### src/rtl/packet_receive_monitor_pkg.sv
// Shared constants, event record and 7-segment patterns for the packet receive monitor.
package packet_receive_monitor_pkg;

    localparam int N_ROUTERS = 49;
    localparam int PKT_W     = 13;
    localparam int IDX_W     = 6;
    localparam int DEPTH     = 8;
    localparam int LAT_W     = 8;
    localparam int PTR_W     = $clog2(DEPTH);

    // Segment order is {a,b,c,d,e,f,g}; a 0 lights the segment.
    localparam logic [6:0] SEG_DASH  = 7'b1111110;
    localparam logic [6:0] SEG_BLANK = 7'b1111111;

    typedef struct packed {
        logic [IDX_W-1:0] idx;
        logic [PKT_W-2:0] payload;
        logic [LAT_W-1:0] lat;
    } event_t;

    typedef enum logic {
        DISP_EMPTY = 1'b0,
        DISP_SHOW  = 1'b1
    } disp_state_e;

    function automatic logic [6:0] seg_pattern(input logic [3:0] value);
        logic [6:0] seg;
        case (value)
            4'h0: seg = 7'b0000001;
            4'h1: seg = 7'b1001111;
            4'h2: seg = 7'b0010010;
            4'h3: seg = 7'b0000110;
            4'h4: seg = 7'b1001100;
            4'h5: seg = 7'b0100100;
            4'h6: seg = 7'b0100000;
            4'h7: seg = 7'b0001111;
            4'h8: seg = 7'b0000000;
            4'h9: seg = 7'b0000100;
            4'hA: seg = 7'b0001000;
            4'hB: seg = 7'b1100000;
            4'hC: seg = 7'b0110001;
            4'hD: seg = 7'b1000010;
            4'hE: seg = 7'b0110000;
            default: seg = 7'b0111000;
        endcase
        return seg;
    endfunction

endpackage

### src/rtl/packet_receive_monitor_seg7_decode.sv
// Active-low 7-segment decoder; codes above MAX_VAL render as a dash.
module packet_receive_monitor_seg7_decode
    import packet_receive_monitor_pkg::*;
#(
    parameter int MAX_VAL = 15
) (
    input  logic [3:0] value,
    output logic [6:0] seg
);

    always_comb begin
        seg = SEG_DASH;
        if (int'(value) <= MAX_VAL) begin
            seg = seg_pattern(value);
        end
    end

endmodule

### src/rtl/packet_receive_monitor.sv
// Detects router packet arrivals, logs {idx, payload, latency} into a small FIFO
// and shows the FIFO head on three 7-segment displays; a key press pops the head.
module packet_receive_monitor
    import packet_receive_monitor_pkg::*;
(
    input  logic                       clk,
    input  logic                       rst,
    input  logic [N_ROUTERS*PKT_W-1:0] in_routers,
    input  logic                       inject,
    input  logic                       key_next,
    input  logic                       sw_clear,
    output logic [IDX_W-1:0]           evt_count,
    output logic                       overflow,
    output logic [6:0]                 hex_router_hi,
    output logic [6:0]                 hex_router_lo,
    output logic [6:0]                 hex_data
);

    localparam logic [LAT_W-1:0] LAT_MAX = '1;

    logic [N_ROUTERS-1:0] valid_now, valid_q_reg, arrival;
    logic [N_ROUTERS-1:0] pending_reg, pending_next, grant;
    logic [PKT_W-2:0]     hold_reg [N_ROUTERS];
    logic [IDX_W-1:0]     sel_idx;
    logic                 log_valid;
    event_t               log_entry;

    logic                 inject_q_reg, seen_reg;
    logic [LAT_W-1:0]     lat_reg;
    logic                 inject_rise;

    event_t               mem_reg [DEPTH];
    logic [PTR_W-1:0]     wr_ptr_reg, rd_ptr_reg;
    logic [IDX_W-1:0]     count_reg;
    logic                 ovf_reg, key_q_reg;
    logic                 pop, full, wr_accept;

    disp_state_e          state_reg, state_next;
    logic [IDX_W-1:0]     head_idx;
    logic [3:0]           tens, ones, data_nib;
    logic [6:0]           seg_hi, seg_lo, seg_data;
    logic [6:0]           hex_hi_reg, hex_lo_reg, hex_data_reg;
    logic [6:0]           hex_hi_next, hex_lo_next, hex_data_next;

    genvar gi;
    generate
        for (gi = 0; gi < N_ROUTERS; gi++) begin : g_router
            assign valid_now[gi] = in_routers[gi*PKT_W + PKT_W-1];
            assign arrival[gi]   = valid_now[gi] & ~valid_q_reg[gi];
        end
    endgenerate

    always_ff @(posedge clk or posedge rst) begin
        if (rst) begin
            valid_q_reg <= '0;
            for (int r = 0; r < N_ROUTERS; r++) hold_reg[r] <= '0;
        end else begin
            valid_q_reg <= valid_now;
            for (int r = 0; r < N_ROUTERS; r++) begin
                if (arrival[r]) hold_reg[r] <= in_routers[r*PKT_W +: PKT_W-1];
            end
        end
    end

    // Lowest-index pending router wins the single log slot this cycle.
    always_comb begin
        sel_idx = '0;
        for (int r = N_ROUTERS-1; r >= 0; r--) begin
            if (pending_reg[r]) sel_idx = IDX_W'(r);
        end
    end

    assign log_valid    = |pending_reg;
    assign grant        = log_valid ? (N_ROUTERS'(1) << sel_idx) : '0;
    assign pending_next = (pending_reg & ~grant) | arrival;
    assign log_entry    = '{idx: sel_idx, payload: hold_reg[sel_idx], lat: lat_reg};

    assign inject_rise = inject & ~inject_q_reg;

    always_ff @(posedge clk or posedge rst) begin
        if (rst) begin
            inject_q_reg <= 1'b0;
            seen_reg     <= 1'b0;
            lat_reg      <= '0;
        end else begin
            inject_q_reg <= inject;
            if (inject_rise) seen_reg <= 1'b1;
            if (sw_clear || inject_rise) lat_reg <= '0;
            else if (seen_reg && lat_reg != LAT_MAX) lat_reg <= lat_reg + LAT_W'(1);
        end
    end

    assign pop       = key_next & ~key_q_reg & (count_reg != '0);
    assign full      = (count_reg == IDX_W'(DEPTH));
    assign wr_accept = log_valid & (~full | pop);

    always_ff @(posedge clk or posedge rst) begin
        if (rst) begin
            pending_reg <= '0;
            wr_ptr_reg  <= '0;
            rd_ptr_reg  <= '0;
            count_reg   <= '0;
            ovf_reg     <= 1'b0;
            key_q_reg   <= 1'b0;
            for (int i = 0; i < DEPTH; i++) mem_reg[i] <= '0;
        end else begin
            key_q_reg <= key_next;
            if (sw_clear) begin
                pending_reg <= '0;
                wr_ptr_reg  <= '0;
                rd_ptr_reg  <= '0;
                count_reg   <= '0;
                ovf_reg     <= 1'b0;
            end else begin
                pending_reg <= pending_next;
                if (wr_accept) begin
                    mem_reg[wr_ptr_reg] <= log_entry;
                    wr_ptr_reg          <= wr_ptr_reg + PTR_W'(1);
                end
                if (pop) rd_ptr_reg <= rd_ptr_reg + PTR_W'(1);
                if (log_valid && !wr_accept) ovf_reg <= 1'b1;
                case ({wr_accept, pop})
                    2'b10:   count_reg <= count_reg + IDX_W'(1);
                    2'b01:   count_reg <= count_reg - IDX_W'(1);
                    default: count_reg <= count_reg;
                endcase
            end
        end
    end

    assign head_idx = mem_reg[rd_ptr_reg].idx;
    assign tens     = 4'(head_idx / IDX_W'(10));
    assign ones     = 4'(head_idx % IDX_W'(10));
    assign data_nib = mem_reg[rd_ptr_reg].payload[3:0];

    packet_receive_monitor_seg7_decode #(.MAX_VAL(4))  u_seg_hi   (.value(tens),     .seg(seg_hi));
    packet_receive_monitor_seg7_decode #(.MAX_VAL(9))  u_seg_lo   (.value(ones),     .seg(seg_lo));
    packet_receive_monitor_seg7_decode #(.MAX_VAL(15)) u_seg_data (.value(data_nib), .seg(seg_data));

    // Digits are driven from the next state so the display trails the FIFO head by one cycle.
    always_comb begin
        state_next    = state_reg;
        hex_hi_next   = SEG_DASH;
        hex_lo_next   = SEG_DASH;
        hex_data_next = SEG_DASH;
        case (state_reg)
            DISP_EMPTY: if (count_reg != '0) state_next = DISP_SHOW;
            DISP_SHOW:  if (count_reg == '0) state_next = DISP_EMPTY;
            default:    state_next = DISP_EMPTY;
        endcase
        if (state_next == DISP_SHOW) begin
            hex_hi_next   = seg_hi;
            hex_lo_next   = seg_lo;
            hex_data_next = seg_data;
        end
    end

    always_ff @(posedge clk or posedge rst) begin
        if (rst) begin
            state_reg    <= DISP_EMPTY;
            hex_hi_reg   <= SEG_BLANK;
            hex_lo_reg   <= SEG_BLANK;
            hex_data_reg <= SEG_BLANK;
        end else begin
            state_reg    <= state_next;
            hex_hi_reg   <= hex_hi_next;
            hex_lo_reg   <= hex_lo_next;
            hex_data_reg <= hex_data_next;
        end
    end

    assign evt_count     = count_reg;
    assign overflow      = ovf_reg;
    assign hex_router_hi = hex_hi_reg;
    assign hex_router_lo = hex_lo_reg;
    assign hex_data      = hex_data_reg;

endmodule
### config.mk
export PLATFORM = sky130hd
export DESIGN_NAME = packet_receive_monitor
export DESIGN_NICKNAME = d
export VERILOG_FILES = /design/src/rtl/packet_receive_monitor_pkg.sv /design/src/rtl/packet_receive_monitor_seg7_decode.sv /design/src/rtl/packet_receive_monitor.sv
export SDC_FILE = /design/constraint.sdc
export NUM_CORES = 1
export LEC_CHECK = 0
export BUFFER_PORTS_ARGS = -buffer_cell sky130_fd_sc_hd__buf_2
export CORE_AREA = 8 8 254 256
export CTS_BUF_LIST = sky130_fd_sc_hd__clkbuf_4 sky130_fd_sc_hd__clkbuf_8
export CTS_CLUSTER_DIAMETER = 80
export DETAILED_ROUTE_END_ITERATION = 8
export DIE_AREA = 0 0 262 264
export GPL_TIMING_DRIVEN = 0
export PLACE_DENSITY = 0.64
export SYNTH_ARGS = -nofsm -noshare
export SYNTH_HDL_FRONTEND = slang
export SYNTH_SLANG_ARGS = --single-unit
export TNS_END_PERCENT = 100
### constraint.sdc
create_clock -name clk -period 14.38 [get_ports clk]
set_clock_uncertainty 0.05 [all_clocks]
set_input_delay 1.438 -clock clk [delete_from_list [all_inputs] [get_ports clk]]
set_output_delay 1.438 -clock clk [all_outputs]
set_load 0.02 [all_outputs]
Word level (Yosys, flattened, before mapping)
Memories as Yosys holds them, arrays and structs flattened. Cells that the tools add are included.

Memory bits (read-only): 336. Memories kept: 3. Input bits: 642. Flip-flop bits (word level): 940. Logic and storage cells: 314. Output and inout port bits: 28.

Memory list: (name not given) (words 16, width 7, rd ports 1, clocked after Yosys merged registers in 0, wr ports 0, line packet_receive_monitor_pkg.sv:28) `case (value)`; (name not given) (words 16, width 7, rd ports 1, clocked after Yosys merged registers in 0, wr ports 0, line packet_receive_monitor_pkg.sv:28); (name not given) (words 16, width 7, rd ports 1, clocked after Yosys merged registers in 0, wr ports 0, line packet_receive_monitor_pkg.sv:28).

Reduce and logical (&&, ||, !) cells: 14. Add/sub/neg operators: 5. Order comparisons: 6. Shifts and indexed selects: 1. Divide/modulo/power cells: 2. Multiplexer cells: 78. Equality and inequality tests: 4. Bitwise operators: 114.

Operator list (number): two-way mux 6 bit (50); bitwise mux 208 bit (1); two-way mux 49 bit (2); binary-select mux 26 bit (select 3 bit) (1); demux 26 bit (select 3 bit) (1); two-way mux 26 bit (3); binary-select mux 12 bit (select 6 bit) (1); NOT 1 bit (54); bitwise AND 1 bit (53); bitwise AND 49 bit (1); NOT 49 bit (1); bitwise OR 49 bit (1); OR reduction 49 bit (1); << shifter 1 x 6 -> 49 bit (first input constant) (1); two-way mux 7 bit (5); two-way mux 12 bit (2); two-way mux 8 bit (2); two-way mux 3 bit (4); case mux 6 bit (2 select lines) (1); adder 8 x 1 -> 8 bit (second input constant) (1); >= comparator 4 bit (second input constant) (2); inequality test 8 bit (second input constant) (1); NOT 3 -> 4 bit (2); nonzero test 2 bit (4); 23 further kinds (29).

Longest topological paths before layout
Depth in word-level cells: 55. Mapped depth: 20. Gate-level depth less buffers: 19.

Cells and area by module
Synthesis repeated with hierarchy kept, for this count alone.

Cells, all modules: 1692. Area total of the unflattened synthesis: 19623.8 µm².

Modules (own cells, without submodules): packet_receive_monitor (area each 18905.6 µm², times used 1, sequential area each 10261.1 µm², cells each 1594); packet_receive_monitor_seg7_decode (u_seg_lo) (area each 276.5 µm², times used 1, sequential area each 0.0 µm², cells each 38); packet_receive_monitor_seg7_decode (u_seg_data) (area each 247.7 µm², times used 1, sequential area each 0.0 µm², cells each 35); packet_receive_monitor_seg7_decode (u_seg_hi) (area each 193.9 µm², times used 1, sequential area each 0.0 µm², cells each 25).

Worst setup path after synthesis
Ideal clock, no wire load.

Path type: register to register. Start point: register rd_ptr_reg[1]. End point: register hex_lo_reg[5] (netlist: hex_router_lo[5]). Library setup time: 0.082 ns. Clock period less this slack: 3.967 ns. Arrival time: 3.835 ns. Data required time: 14.248 ns. Cell stages (with the launch flop): 18. Path slack: 10.413 ns. Path buffers: 1. Cells stage by stage: dfrtp_1 buf_6 mux4_2 mux2_2 o21ai_0 inv_1 ha_1 o21ai_0 o211ai_1 and3_4 inv_4 mux2i_2 a21oi_1 a31o_2 ha_1 inv_1 or2_2 a22oi_1.

Word-level cells in the longest chain between the ends: 8.

Ends and longest elaborated chain: start, declared (line packet_receive_monitor.sv:33) `logic [PTR_W-1:0] wr_ptr_reg, rd_ptr_reg;`; start signal, assigned (line packet_receive_monitor.sv:120) `if (pop) rd_ptr_reg <= rd_ptr_reg + PTR_W'(1);`; NOT 3 -> 4 bit (not written as such) (*) (line packet_receive_monitor.sv:131) `assign head_idx = mem_reg[rd_ptr_reg].idx;`; binary-select mux 26 bit (select 3 bit) (*) (line packet_receive_monitor.sv:131); two-way mux 26 bit (*) (2 in a row); modulo 6 x 4 -> 6 bit (*) (line packet_receive_monitor.sv:133) `assign ones = 4'(head_idx % IDX_W'(10));`; memory (16 x 7 bit) or less-or-equal comparator 4 bit (tied branches); two-way mux 7 bit (*) (line packet_receive_monitor_seg7_decode.sv:13) `if (int'(value) <= MAX_VAL) begin`; two-way mux 7 bit (*) (line packet_receive_monitor.sv:151) `if (state_next == DISP_SHOW) begin`; via hex_lo_next[5] (line packet_receive_monitor.sv:43) `logic [6:0] hex_hi_next, hex_lo_next, hex_data_next;`; end signal, assigned (line packet_receive_monitor.sv:167) `hex_lo_reg <= hex_lo_next;`; end, declared (line packet_receive_monitor.sv:42) `logic [6:0] hex_hi_reg, hex_lo_reg, hex_data_reg;`.

Mark *: on every way through the listed nets, which the timed path passes. The rest lies on a longest branch. The select of a mux whose other input is x is not followed. A chain may end at the register's enable or synchronous reset.

Worst setup path after layout
Start point: register pending_reg[10]. End point: register mem_reg[11] in the netlist's numbering.

Word-level cells in the longest chain between the ends: 16.

Ends and longest elaborated chain: start, declared (line packet_receive_monitor.sv:22) `logic [N_ROUTERS-1:0] pending_reg, pending_next, grant;`; start signal, assigned (line packet_receive_monitor.sv:115) `pending_reg <= pending_next;`; two-way mux 6 bit (11 in a row) (line packet_receive_monitor.sv:69) `if (pending_reg[r]) sel_idx = IDX_W'(r);`; NOT 6 -> 7 bit (not written as such) (line packet_receive_monitor.sv:76) `assign log_entry = '{idx: sel_idx, payload: hold_reg[sel_idx], lat: lat_reg};`; binary-select mux 12 bit (select 6 bit) (line packet_receive_monitor.sv:76); two-way mux 12 bit (not written as such) (2 in a row) (line packet_receive_monitor.sv:76); bitwise mux 208 bit (line packet_receive_monitor.sv:117) `mem_reg[wr_ptr_reg] <= log_entry;`; end signal, assigned by index (line packet_receive_monitor.sv:117); end, declared (line packet_receive_monitor.sv:32) `event_t mem_reg [DEPTH];`.

Several ways; a longest one is shown, not always the timed one. The select of a mux whose other input is x is not followed.

==> qor.log <==
[finish] area growth from synthesis to final layout 21.5%
[worst_setup_path] Max Fanout on Critical Path 10
[worst_setup_path] slowest cell delay on critical path 0.92 ns
[route] DRT antenna net count 0
[cts] setup bufs post-CTS 0
[worst_setup_path] Critical-path top delay cell sky130_fd_sc_hd__nor4_1
[placed_design] Detail Placement HPWL 55.3 mm
[global_route] maximum number of pins on one net before global-route repair 121
[sta] post-route worst setup slack 8.99 ns
[sta] Achievable Freq 185 MHz
[sta] Hold Worst Slack 0.426 ns
[route] final WL 72.5 mm
[route] number of DRC markers after the initial detailed-route iteration 1,022
[sta] Fin Setup TNS 0 ns
[logic_synthesis] gate count of the mapped netlist 1,770
[logic_synthesis] fraction of registers with async set/reset 100%
[finish] share of post-route cells with drive strength above 1 33.3%
[power] switching portion of total power 34.5%
[route] via/cell ratio 5.38
[floorplanning] I/O Pins 670
[job] number of maximum-capacitance violations 0
[worst_setup_path] Cell Chain, Critical Path nor4_1 -> a31oi_1 -> nor2_2 -> clkbuf_1 -> nor2_1 -> o211ai_1 -> o211ai_1 -> o311ai_2 -> a31oi_1
[logic_synthesis] Avg Cell Area, Syn 11.1 um^2
[global_route] wire length of the first global-routing pass 108 mm
[logic_synthesis] number of library cell types mapped by synthesis 92
[logic_synthesis] proportion of synthesized chip area in sequential cells 52.0%
[placed_design] Port Buffer Count 275
[power] proportion of power drawn by the clock network 33.7%
[power] overall power consumption 3.84 mW
[route] routed length per instance 24.3 um
[finish] highest-count cells in the layout ignoring fill and taps sky130_fd_sc_hd__dfrtp_1 (388), sky130_fd_sc_hd__buf_2 (290), sky130_fd_sc_hd__mux2_2 (208), sky130_fd_sc_hd__nand2_1 (171), sky130_fd_sc_hd__o21ai_0 (144)
[sta] Worst Tran Pin Value 1.32 ns
[sta] Hold Fails Final Rpt 0
[cts] number of buffers on the longest clock path 3
[cts] H-tree depth 3
[logic_synthesis] syn_nets 2,439
[cts] root buf cell sky130_fd_sc_hd__clkbuf_8
[finish] leading cell type in the layout, fill and taps excluded sky130_fd_sc_hd__dfrtp_1
[cts] clock transition time at the flip-flop clock pins of the worst setup and hold paths 0.06 ns
[power] IR drop worst, VDD 0.0000787 V
[worst_setup_path] Data required, critical path 14.85 ns
[sta] count of pins over their slew limit 0
[logic_synthesis] count of synthesis-stage warnings from yosys 0
[global_route] via count of the first global-routing pass 16,797
[power] Reg power frac 38.4%
[logic_synthesis] combined area of all synthesized cells 0.0197 mm^2
[floorplanning] Die X 262 um
[sta] RSZ-0062 raised after global routing false
[cts] hold buffer count at cts 0
[worst_setup_path] kind of start point of the critical path flop
[finish] Layout Nets 2,795
[worst_setup_path] CP delay by family, top compound AO/OA/AOI/OAI gates
[sta] number of setup violations in the final report 0
[floorplanning] area inside the core boundary 0.0608 mm^2
[logic_synthesis] Most used DFF post-synth sky130_fd_sc_hd__dfrtp_1
[cts] number of CTS-inserted buffers 76
[power] fraction of power consumed by combinational cells 27.9%
[cts] clock latency of the later-clocked register in the worst-skew pair 0.69 ns
[worst_setup_path] capturing element type of the critical path flop
[sta] crit share post-route 37.5%
[floorplanning] overall die area 0.0692 mm^2
[floorplanning] Std-Cell Rows 91
[floorplanning] die boundary height 264 um
[cts] clk sinks 408
[sta] minimum clock period 5.39 ns
[placed_design] minimum setup slack after placement 9.20 ns
[worst_setup_path] Buf+Inv Stages, Crit Path 1
[hold_path] Tightest Hold Check Type reg -> reg
[global_route] Total Routing Usage GR 20.7%
[worst_setup_path] arrival time reported for the critical path endpoint 5.86 ns
[power] Psw 1.32 mW
[sta] Rel. slew slack 11.2%
[route] router iterations before antenna repair 5
[placed_design] gp weighted congestion 0.942
[cts] total of cells resized after clock tree synthesis 0
[power] leakage component of the power 10.5 nW
[power] internal power contribution 2.51 mW
[worst_setup_path] category of the most critical setup path reg -> reg
[logic_synthesis] number of synthesized flops with an enable pin 0
[floorplanning] Starting Density 32.3%
[power] power per unit of standard cell area 160 mW/mm^2
[outcome] outcome complete, no violations
[route] DRC violation count after routing 0
[route] total vias in the final route 16,048
[worst_setup_path] worst setup slack for register-to-register paths 8.99 ns
[global_route] initial antenna violation count 8
[logic_synthesis] post-synthesis register bit count 408
[finish] flip-flop count of the largest register after layout 196
[global_route] GRT overflow 0
[cts] TritonCTS clock tree built
[cells by family after synthesis]
group | Yosys count | synth area share, %
AND/OR/NAND/NOR | 489 | 12.1
AO/OA/AOI/OAI | 412 | 13.5
flip-flops | 408 | 52.0
multiplexers | 275 | 17.0
buffers and inverters | 150 | 3.24
adder cells (fa/ha/maj) | 27 | 1.76
XOR/XNOR | 9 | 0.401
[power groups by stage]
stage               clock network (mW)  registers [mW]  logic [mW]
finish                            1.29            1.47        1.07
global placement                     0            1.48        1.03
floorplan                            0            1.48       0.658
global route                      1.37            1.49        1.15
CTS                               1.33            1.47        1.07
detailed placement                   0            1.49        1.06
[worst paths after layout]
kind                                        endpoint  cells after the start                 startpoint
min reg2reg                  mem_reg[50]$_DFFE_PP0P_                      2    mem_reg[50]$_DFFE_PP0P_
max reg2reg                  mem_reg[11]$_DFFE_PP0P_                      9  pending_reg[10]$_DFF_PP0_
max in group asynchronous  hold_reg[504]$_DFFE_PP0P_                      3                        rst
max                          mem_reg[11]$_DFFE_PP0P_                      9  pending_reg[10]$_DFF_PP0_
min in group asynchronous   valid_q_reg[3]$_DFF_PP0_                      2                        rst
min                          mem_reg[50]$_DFFE_PP0P_                      2    mem_reg[50]$_DFFE_PP0P_
[routing by layer]
metal / GRT usage, % / wire length (um) / part of all wire, %
met1: 25.9 / 29800 / 41
met2: 34.4 / 35100 / 48
met3: 4.86 / 4760 / 6.6
met4: 8.01 / 2840 / 3.9
met5: 0 / 35 / 0.048
[synthesized netlist by cell type (7+ instances only)]
master	n	share of area, %
sky130_fd_sc_hd__dfrtp_1	388	49
sky130_fd_sc_hd__mux2_2	208	12
sky130_fd_sc_hd__nand2_1	171	3.3
sky130_fd_sc_hd__o21ai_0	144	3.7
sky130_fd_sc_hd__a21oi_1	93	2.4
sky130_fd_sc_hd__nor2_1	91	1.7
sky130_fd_sc_hd__inv_1	77	1.5
sky130_fd_sc_hd__nor2b_1	59	1.9
sky130_fd_sc_hd__nand3_1	53	1.3
sky130_fd_sc_hd__clkbuf_1	40	0.76
sky130_fd_sc_hd__mux2i_1	40	2.0
sky130_fd_sc_hd__ha_1	26	1.7
sky130_fd_sc_hd__a31oi_1	22	0.70
sky130_fd_sc_hd__a211oi_1	21	0.80
sky130_fd_sc_hd__dfstp_2	20	2.7
sky130_fd_sc_hd__mux4_2	20	2.3
sky130_fd_sc_hd__nor4_1	20	0.64
sky130_fd_sc_hd__nor3_1	19	0.48
sky130_fd_sc_hd__and3_1	16	0.51
sky130_fd_sc_hd__buf_2	15	0.38
sky130_fd_sc_hd__o211ai_1	12	0.46
sky130_fd_sc_hd__o31ai_1	12	0.46
sky130_fd_sc_hd__nand4_1	10	0.32
sky130_fd_sc_hd__a22oi_1	9	0.34
sky130_fd_sc_hd__a221o_1	8	0.41
sky130_fd_sc_hd__o21a_1	8	0.31
sky130_fd_sc_hd__or3_1	7	0.22
sky130_fd_sc_hd__or4_1	7	0.27
[layout make-up]
cell class | instances | area, um^2
Buffer | 70 | 330
Clock inverter | 20 | 255
Multi-Input combinational cell | 1212 | 8790
Inverter | 80 | 315
Sequential cell | 408 | 10200
Antenna cell | 2 | 5.00
Timing Repair Buffer | 278 | 1460
Fill cell | 6097 | 36900
Clock buffer | 121 | 1520
Tap cell | 790 | 988
[stage by stage]
step | instance area, um^2 | cells | util (%)
2_1_floorplan | 19700 | 1770 | -
3_3_place_gp | 22000 | 2835 | 36.2
3_5_place_dp | 22100 | 2838 | 36.4
4_1_cts | 23900 | 2979 | 39.3
5_1_grt | 23900 | 2980 | 39.3
6_report | 23900 | 2981 | 39.3
[worst min-delay path, stage by stage (launching register included)]
cell                      delay [ns]
sky130_fd_sc_hd__dfrtp_1        0.34
sky130_fd_sc_hd__nand2_1        0.04
sky130_fd_sc_hd__o21ai_0        0.06
Note: power is estimated with default switching activity, not from simulation.
